`src/rtl/fifo_wr_arbiter_pkg.sv`:
```
// Shared definitions for the FIFO write-port arbiter: FSM encoding and
// owner-index width helpers.
package fifo_wr_arbiter_pkg;

  typedef enum logic {
    IDLE  = 1'b0,
    BURST = 1'b1
  } state_t;

  // Index width for n requesters, never narrower than one bit.
  function automatic int owner_w(input int n);
    return (n > 1) ? $clog2(n) : 1;
  endfunction

  localparam int NREQ_DEF = 4;
  localparam int OWNER_W  = owner_w(NREQ_DEF);

endpackage

```
`src/rtl/fifo_wr_arbiter_rr_pick.sv`:
```
// Combinational round-robin search: finds the first set request at or above
// 'start', wrapping past NREQ-1 back to 0.
module rr_pick
  import fifo_wr_arbiter_pkg::*;
#(
  parameter int NREQ = 4,
  parameter int OW   = owner_w(NREQ)
) (
  input  logic [NREQ-1:0] req,
  input  logic [OW-1:0]   start,
  output logic [OW-1:0]   idx,
  output logic            vld
);

  logic [2*NREQ-1:0] dbl;
  logic [NREQ-1:0]   rot;
  logic [OW:0]       sum;

  // Rotate requests so bit 0 is 'start', then take the lowest set bit;
  // scanning downward lets the nearest candidate win the last assignment.
  always_comb begin
    dbl = {req, req};
    rot = NREQ'(dbl >> start);
    idx = '0;
    vld = 1'b0;
    sum = '0;
    for (int k = NREQ - 1; k >= 0; k--) begin
      if (rot[k]) begin
        sum = {1'b0, start} + (OW + 1)'(k);
        if (sum >= (OW + 1)'(NREQ)) begin
          sum = sum - (OW + 1)'(NREQ);
        end
        idx = sum[OW-1:0];
        vld = 1'b1;
      end
    end
  end

endmodule

```
`src/rtl/fifo_wr_arbiter.sv`:
```
// Round-robin arbiter sharing the FIFO write port between NREQ requesters.
// Each grant is a burst of up to BURST_MAX accepted words; FIFO full stalls
// the burst without consuming its word budget.
module fifo_wr_arbiter
  import fifo_wr_arbiter_pkg::*;
#(
  parameter int NREQ      = 4,
  parameter int WIDTH     = 8,
  parameter int BURST_MAX = 4
) (
  input  logic                    clk,
  input  logic                    reset_n,
  input  logic [NREQ-1:0]         req,
  input  logic [NREQ*WIDTH-1:0]   req_data,
  output logic [NREQ-1:0]         gnt,
  input  logic                    fifo_f,
  output logic                    fifo_in_ready,
  output logic [WIDTH-1:0]        fifo_data_in,
  output logic [owner_w(NREQ)-1:0] owner,
  output logic                    busy
);

  localparam int OW   = owner_w(NREQ);
  localparam int BC_W = $clog2(BURST_MAX) + 1;

  localparam logic [OW-1:0]   LAST_IDX  = OW'(NREQ - 1);
  localparam logic [BC_W-1:0] LAST_BEAT = BC_W'(BURST_MAX - 1);

  state_t          state;
  logic [BC_W-1:0] beat_cnt;
  logic [OW-1:0]   start_idx;
  logic [OW-1:0]   pick_idx;
  logic            pick_vld;
  logic            own_req;
  logic            accept;

  // Search begins just past the previous owner so every requester gets a turn.
  assign start_idx = (owner == LAST_IDX) ? '0 : owner + OW'(1);

  rr_pick #(
    .NREQ (NREQ),
    .OW   (OW)
  ) u_rr_pick (
    .req   (req),
    .start (start_idx),
    .idx   (pick_idx),
    .vld   (pick_vld)
  );

  assign own_req = req[owner];
  assign accept  = (state == BURST) && own_req && !fifo_f;
  assign busy    = (state == BURST);

  // Grant only the owner, and only when the FIFO can take the word.
  always_comb begin
    gnt        = '0;
    gnt[owner] = accept;
  end

  assign fifo_in_ready = |gnt;
  assign fifo_data_in  = req_data[owner*WIDTH +: WIDTH];

  // Arbitration FSM: IDLE picks the next owner, BURST counts accepted words.
  always_ff @(posedge clk or negedge reset_n) begin
    if (!reset_n) begin
      state    <= IDLE;
      owner    <= LAST_IDX;
      beat_cnt <= '0;
    end else begin
      case (state)
        IDLE: begin
          if (pick_vld) begin
            owner    <= pick_idx;
            beat_cnt <= '0;
            state    <= BURST;
          end
        end
        BURST: begin
          if (!own_req) begin
            state <= IDLE;
          end else if (!fifo_f) begin
            if (beat_cnt == LAST_BEAT) begin
              beat_cnt <= '0;
              state    <= IDLE;
            end else begin
              beat_cnt <= beat_cnt + BC_W'(1);
            end
          end
        end
        default: state <= IDLE;
      endcase
    end
  end

endmodule

```
`config.mk`:
```
export PLATFORM = sky130hd
export DESIGN_NAME = fifo_wr_arbiter
export DESIGN_NICKNAME = d
export VERILOG_FILES = /design/src/rtl/fifo_wr_arbiter_pkg.sv /design/src/rtl/fifo_wr_arbiter_rr_pick.sv /design/src/rtl/fifo_wr_arbiter.sv
export SDC_FILE = /design/constraint.sdc
export NUM_CORES = 1
export LEC_CHECK = 0
export ABC_CLOCK_PERIOD_IN_PS = 6500
export BUFFER_PORTS_ARGS = -buffer_cell sky130_fd_sc_hd__buf_2
export CORE_UTILIZATION = 42
export DETAILED_ROUTE_END_ITERATION = 10
export GPL_TIMING_DRIVEN = 1
export HOLD_SLACK_MARGIN = 0.02
export PLACE_DENSITY = 0.89
export SKIP_LAST_GASP = 1
export SYNTH_ARGS = -nofsm -noshare
export SYNTH_HDL_FRONTEND = slang
export SYNTH_HIERARCHICAL = 1
export SYNTH_SLANG_ARGS = --single-unit
```
`constraint.sdc`:
```
create_clock -name clk -period 6.5 [get_ports clk]
set_clock_uncertainty 0.2 [all_clocks]
set_input_delay 0.65 -clock clk [delete_from_list [all_inputs] [get_ports clk]]
set_output_delay 0.65 -clock clk [all_outputs]
set_load 0.02 [all_outputs]
```
# == Word level (Yosys, flattened, before mapping) ==
# Cells that the tools add are included.
# word_totals
register_bits,6
inputBits,39
out_inout_bits,16
wordCells,61
# classes
n_addsub,9
order_cmp,6
n_eq_ne,5
shift,2
n_mux,27
bitwise_logic,2
reduce_logical,7
# ops
op,count
indexed part select 32 x 6 -> 8 bit,1
two-way mux 2 bit,9
two-way mux 3 bit,4
two-way mux 1 bit,10
greater-or-equal comparator 3 bit (second input constant),3
>> shifter 8 x 2 -> 4 bit,1
subtractor 2 x 1 -> 2 bit (second input constant),4
adder 2 x 2 -> 3 bit (second input constant),2
case mux 3 bit (2 select lines),1
bitwise AND 4 bit,1
!= test 2 bit (second input constant),2
OR reduction 4 bit,1
adder 2 x 1 -> 3 bit (second input constant),1
adder 3 x 1 -> 3 bit (second input constant),1
equality test 3 x 2 -> 1 bit (second input constant),1
greater-or-equal comparator 2 x 3 -> 1 bit (second input constant),1
logical AND 1 bit,3
< comparator 2 x 3 -> 1 bit (second input constant),1
AND reduction 3 bit,1
adder 2 x 1 -> 2 bit (second input constant),1
binary-select mux 1 bit (select 2 bit),1
demux 1 bit (select 2 bit),1
equality test 2 bit (second input constant),1
greater-or-equal comparator 2 x 1 -> 1 bit (second input constant),1
5 further kinds,5

# == Longest topological paths before layout ==
# Gate-level depths: netlist of run 1.
# logic_depth
word_depth,9
ltp_mapped,8
mapped_depth_nobuf,7

# == By module ==
# The synthesis of run 1 kept the hierarchy.
# modules_own_cells
mod,instances,cells_per_inst,area_each_um2,seq_area_each_um2
fifo_wr_arbiter,1,54,635.6,152.6
rr_pick,1,15,77.6,0.0

# == Worst setup path before layout of run 1 ==
# No wires, ideal clock.
# synth_timing
kind,reg2out
from,register owner[0]
to,output port fifo_in_ready
arrival_ps,1763
t_required_ps,5650
slack_ps,3887
stages_incl_launch_ff,5
n_path_buf,1
cell_sequence,dfstp_2 buf_2 inv_1 ha_1 o41a_2
# synth_between
elab_chain_cells,6
elab_cells_between_ends,11
# synth_lines
item,line,source
"start, declared",fifo_wr_arbiter.sv:19,"output logic [owner_w(NREQ)-1:0] owner,"
"start signal, assigned",fifo_wr_arbiter.sv:73,owner <= pick_idx;
< comparator 2 x 3 -> 1 bit (not written as such) (tied with other cells),fifo_wr_arbiter.sv:57,gnt[owner] = accept;
logical AND 1 bit (not written as such) or two-way mux 1 bit (tied branches),"fifo_wr_arbiter.sv:57, fifo_wr_arbiter.sv:50",
two-way mux 1 bit (not written as such) or logical AND 1 bit (tied branches),"fifo_wr_arbiter.sv:57, fifo_wr_arbiter.sv:51",
demux 1 bit (select 2 bit) or logical AND 1 bit (tied branches),"fifo_wr_arbiter.sv:57, fifo_wr_arbiter.sv:51",
bitwise AND 4 bit (no source line) (*),--,
OR reduction 4 bit (*),fifo_wr_arbiter.sv:60,assign fifo_in_ready = |gnt;
"end, declared",fifo_wr_arbiter.sv:17,"output logic fifo_in_ready,"
# Mark *: on every way between the ends. The rest lies on a longest branch, timed or not. The select of a mux whose other input is x is not followed.

# == Final worst setup path of run 1 ==
# Ends and elaborated chain as after synthesis.

==> results of run 1 <==
[per-layer routing]
metal / share of wire [%] / vias up / routed length [um] / track usage, %
met1: 37 / 351 / 733 / 23.0
met4: 1.8 / 0 / 36 / 9.70
met2: 56 / 35 / 1120 / 39.4
li1: - / 373 / - / -
met3: 4.7 / 4 / 94 / 5.11
met5: 0 / - / 0 / 0
[synth_stat cells (2+ instances only)]
cell | count | area [um2]
nand2b_1 | 2 | 12.5
mux4_2 | 8 | 180
dfrtp_1 | 4 | 100
nor2_1 | 3 | 11.3
ha_1 | 5 | 62.6
inv_1 | 9 | 33.8
dfstp_2 | 2 | 52.6
o21ai_0 | 2 | 10.0
nand2_1 | 5 | 18.8
mux2i_1 | 3 | 30.0
o21a_1 | 2 | 15.0
a21oi_1 | 4 | 20.0
nand3_1 | 2 | 10.0
and2_2 | 4 | 30.0
[area by class of cell]
class	count	area share [%]
sequential	6	14.9
tap	16	1.95
multi-input combinational	52	50.1
clock buffer	4	2.56
timing repair buffer	55	27.3
inverter	9	3.29
[how the worst min path moves through the flow]
| stage | start | to | cells past startpoint |
|---|---|---|---|
| 6_report | beat_cnt[2]$_DFFE_PN0P_ | beat_cnt[2]$_DFFE_PN0P_ | 1 |
| 5_1_grt | beat_cnt[2]$_DFFE_PN0P_ | beat_cnt[2]$_DFFE_PN0P_ | 1 |
| 4_1_cts | beat_cnt[2]$_DFFE_PN0P_ | beat_cnt[2]$_DFFE_PN0P_ | 1 |
| 3_5_place_dp | reset_n | beat_cnt[2]$_DFFE_PN0P_ | 1 |
| 3_3_place_gp | reset_n | beat_cnt[2]$_DFFE_PN0P_ | 1 |
| 2_1_floorplan | reset_n | beat_cnt[0]$_DFFE_PN0P_ | 0 |
[report_power, final]
group / leakage (nW) / switching [W] / total (W) / internal [W]
logic: 0.451 / 0.000143 / 0.000274 / 0.000131
registers: 0.0732 / 0.0000402 / 0.0000977 / 0.0000574
clock network: 0.0150 / 0.0000119 / 0.0000351 / 0.0000232
total: 0.539 / 0.000195 / 0.000407 / 0.000211
[timing repair]
item / in CTS / in global routing
hold endpoints to repair: 4 / 0
setup buffers: 0 / 0
hold buffers: 1 / 0
setup endpoints to repair: 0 / 0
[cell families after synthesis]
kind of cell / after synthesis / synth area share, %
simple gates: 19 / 15.1
compound gates: 17 / 18.8
buf+inv: 11 / 6.49
mux: 11 / 29.5
flops: 6 / 21.4
fa+ha+maj: 5 / 8.77
[stage by stage]
step | std cells | utilization, % | setup slack (ns) | hold slack [ns]
floorplan | 69 | - | 3.89 | 0.154
global placement | 137 | 64.3 | 3.91 | 0.268
detailed placement | 137 | 64.3 | 3.86 | 0.270
CTS | 142 | 66.6 | 3.59 | 0.286
global route | 142 | 66.6 | 3.48 | 0.319
finish | 142 | 66.6 | 3.62 | 0.278
[flip-flops by register name, summed over array words and instances (netlist names)]
| name | count |
|---|---|
| owner | 2 |
| busy | 1 |
| beat_cnt | 3 |
==> results.md, run 1 <==
* Status: finished, final reports clean
* Post-route cell area at approximately 0.001 mm2
* Detail Route Antenna Nets at 0
* Root buf cell: clkbuf_4
* FFs w/ async S/R, synth at 100%
* Total congestion overflow at 0
* Routed WL at about 2000 um
* Worst R2R Start: owner[0]$_DFFE_PN1P_
* Post-Syn Area at between 700 and 800 um2
* CP Launch Point: owner[0]$_DFFE_PN1P_
* Worst R2R Setup Slack at about 4.3 ns
* Placement Cell Area at about 990 um2
* H-tree Lvls at 1
* Avg Cell Area, Syn at about 10 um2
* FF+latch count, synth at 6
* Yosys warning total at 6
* FF/Latch Area at around 150 um2
* Setup violators final at 0
* Die outline area at 0.00187 mm2
* Worst-path clk slew at ~0.040 ns
* Commonest cells after routing, fill and taps aside: 54 x buf_2, 9 x inv_1, 8 x mux4_2
* N_diodes at 0
* Die H at about 43 um
* Clock tree buffer depth at 2
* Critical Path Fanout Max at 16
* Number of buffers created by CTS at 3
* Crit-path leading delay family: flip-flops
* Crit path capture: fifo_in_ready
* CP arrival at 2.03 ns
* Cell Pwr Density at about 400 mW/mm2
* Number of gates resized after cts at 0
* Primary FF master, synth: dfrtp_1
* Initial antenna violation count at 0
* Placer Congestion at around 0.77
* Nets at between 150 and 200
* Critical path required time at between 5 and 6 ns
* Register area share after synthesis at a little over a fifth
* Startpoint Class: flop
* Critical R2R Capture: owner[0]$_DFFE_PN1P_
* Core box area at between 0.0015 and 0.002 mm2
* Vias at roughly 760
* Pleak at roughly 0.54 nW
* Drt first-iter violations at 23
* Most common cell after layout, fill and taps aside: buf_2
* Routed wire per std cell at approximately 14 um
* Slew @ Worst Pin at slightly below 0.4 ns
* Post-synth EDFFs at 0
* Stages on the worst setup path at 4
* Num ports at 55
* Slowest CP cell: dfstp_2
* Synth unique cells at 28
* Post-route minimum period at slightly below 3 ns
* Post-synthesis cell count at 69
* Maximum clock frequency at 347 MHz
* Type of the most critical hold path: flop to flop
* Multi-input logic area at 514 um2
* Worst rel slew slack at roughly 74%
* Vias in the first global route at 710
* Port buffer count at 54
* DRT Pass-1 Iters at 4
* R2r worst-path depth at 6
* Setup Crit Path Kind: flop to output pin
* Slowest stage delay, CP at a little under 0.8 ns
* Setup total negative slack at 0 ns
* CP endpoint kind: output pin
* First-pass GRT wire length at approximately 3000 um
* Pin count of the biggest net entering global routing at 17
* Buf/Inv on CP at 2
* P&R area growth vs syn at 44.0%
* Max cap viols at 0
* Tot Pwr at around 0.00041 W
* Fraction of the cycle the final worst path needs at 44.4%
* Clock Sinks at 6
* Peak VDD IR at 0.259 mV
* Worst-Skew Late Latency at between 0.2 and 0.25 ns
* Synthesized Nets at between 100 and 150
* Final Hold Viols at 0
* Die Wd at between 40 and 50 um
* Pins Over Slew Limit at 0
* Row cnt at 14
* CTS tree: built
* CP Cell Sequence: inv_1, ha_1, o41a_2, buf_2
* Vias per inst at between 5 and 6
* Fraction of layout cells with a size suffix above 1 at about three fifths
* Hpwl dp at between 1500 and 2000 um
* Post-route DRC at 0
* Initial core utilization at between 40% and 50%
* # fillers at around 120
* RSZ-0062 raised after global routing: no
* Total track usage at between 20 and 25%
No activity file was read; power rests on OpenSTA's default activity.
==> inputs of run 2 (changes only) <==
- ABC_CLOCK_PERIOD_IN_PS: 6500 -> 2800
- CORE_ASPECT_RATIO: default -> 1.4
- CORE_UTILIZATION: 42 -> 39
- PLACE_DENSITY: 0.89 -> 0.84
- clock period: 6.5 -> 2.8 ns (I/O delays scaled with it)
==> results.md, run 2 (synthesized netlist as in run 1, its figures left out) <==
* Nets at between 150 and 200
* CP endpoint kind: output pin
* Worst-Skew Late Latency at between 0.2 and 0.25 ns
* Critical Path Fanout Max at 16
* Vias per inst at roughly 5.7
* Row cnt at 17
* CTS tree: built
* RSZ-0062 raised after global routing: no
* Die Wd at 38.1 um
* N_diodes at 0
* Maximum clock frequency at 398 MHz
* Total track usage at between 20% and 30%
* Slowest CP cell: dfstp_2
* Max cap viols at 0
* Die outline area at 0.00201 mm2
* Pleak at around 0.54 nW
* DRT Pass-1 Iters at 4
* Post-route minimum period at 2.51 ns
* Final Hold Viols at 0
* Vias at 826
* Vias in the first global route at approximately 800
* Number of buffers created by CTS at 3
* R2r worst-path depth at 7
* Cell Pwr Density at around 900 mW/mm2
* Slew @ Worst Pin at 0.358 ns
* Status: finished, final reports clean
* Type of the most critical hold path: input pin to async pin
* Total congestion overflow at 0
* Clock tree buffer depth at 2
* Drt first-iter violations at 20
* Initial antenna violation count at 0
* Num ports at 55
* Pins Over Slew Limit at 0
* Commonest cells after routing, fill and taps aside: 54 x buf_2, 9 x inv_1, 8 x mux4_2
* Core box area at 0.00164 mm2
* Setup violators final at 0
* Die H at ~53 um
* Setup Crit Path Kind: flop to output pin
* CP arrival at roughly 2 ns
* Fraction of layout cells with a size suffix above 1 at around three fifths
* Port buffer count at 54
* Most common cell after layout, fill and taps aside: buf_2
* Max reg flops at 3
* Hpwl dp at between 1500 and 2000 um
* Hold WS at 0.192 ns
* Initial core utilization at ~44%
* Startpoint Class: flop
* Post-route DRC at 0
* Pin count of the biggest net entering global routing at 17
* H-tree Lvls at 1
* Fraction of the cycle the final worst path needs at roughly 90%
* Worst rel slew slack at between 70% and 80%
* Root buf cell: clkbuf_4
* Clock Sinks at 6
* Detail Route Antenna Nets at 0
* Reg with most FFs: beat_cnt
* CP Cell Sequence: inv_1, ha_1, o41a_2, buf_2
* Routed wire per std cell at around 17 um
* Peak VDD IR at roughly 0.53 mV
* Number of gates resized after cts at 0
* Setup total negative slack at 0 ns
* Routed WL at between 2000 and 2500 um
* First-pass GRT wire length at about 3600 um
* Placer Congestion at ~0.87
* Slowest stage delay, CP at between 0.7 and 0.8 ns
* Critical path required time at 2.32 ns
* P&R area growth vs syn at 44.0%
* Worst-path clk slew at 0.05 ns
-- run 2: cell types whose count changed in the layout (fill, tap and decap cells not counted), sizes merged --
cell / change
clkbuf: -1
-- run 2: where the power goes --
group          leakage, nW  internal, W  switching (W)
registers           0.0732     0.000133      0.0000961
clock network       0.0138    0.0000485      0.0000318
logic                0.451     0.000303       0.000339
total                0.538     0.000485       0.000467
-- run 2: path summary, 6_finish.rpt --
path	startpoint	endpoint	slack, ns
setup / recovery	owner[0]$_DFFE_PN1P_	fifo_in_ready	0.29
hold / removal	reset_n	busy$_DFF_PN0_	0.19
setup reg to reg	owner[0]$_DFFE_PN1P_	owner[1]$_DFFE_PN1P_	0.62
hold reg to reg	beat_cnt[2]$_DFFE_PN0P_	beat_cnt[2]$_DFFE_PN0P_	0.28
max in group asynchronous	reset_n	owner[1]$_DFFE_PN1P_	1.98
min in group clk	req[3]	owner[1]$_DFFE_PN1P_	0.23
-- run 2: final cells by class --
| type | count | area, um2 |
|---|---|---|
| clock buffer | 3 | 22.5 |
| fill | 155 | 611 |
| inverter | 9 | 33.8 |
| multi-input combinational | 52 | 514 |
| sequential | 6 | 153 |
| tap | 19 | 23.8 |
| timing repair buffer | 55 | 280 |
-- run 2: worst max-delay path: cells and delay by family, from the launching register on --
kind | cells | cell delay (ns)
flip-flops | 1 | 0.77
AO/OA/AOI/OAI | 1 | 0.46
buffers and inverters | 2 | 0.32
adder cells (fa/ha/maj) | 1 | 0.23
-- run 2: repair_timing --
item	CTS	global route
hold endpoints to repair	6	0
endpoints found under the setup margin	0	0
buffers inserted	0	0
hold buffers	1	0
-- run 2: layer usage --
layer  up-vias  share of wire [%]  GRT usage, %
li1        373                  -             -
met1       389                 33          24.3
met2        55                 52          45.8
met3         9                 10          8.09
met4         0                4.4          23.2
met5         -                  0             0
-- run 2: through the flow --
step                      worst slack (ns)  total power [W]  area, um2  instances  util (%)
after floorplan                      0.557         0.000685        713         69         -
final                                0.286         0.000952       1030        144      62.7
after global placement               0.581         0.000837        995        140      60.7
after CTS                            0.269         0.000956       1030        144      62.7
after global routing                 0.165          0.00103       1030        144      62.7
after detailed placement             0.540         0.000870        995        140      60.7
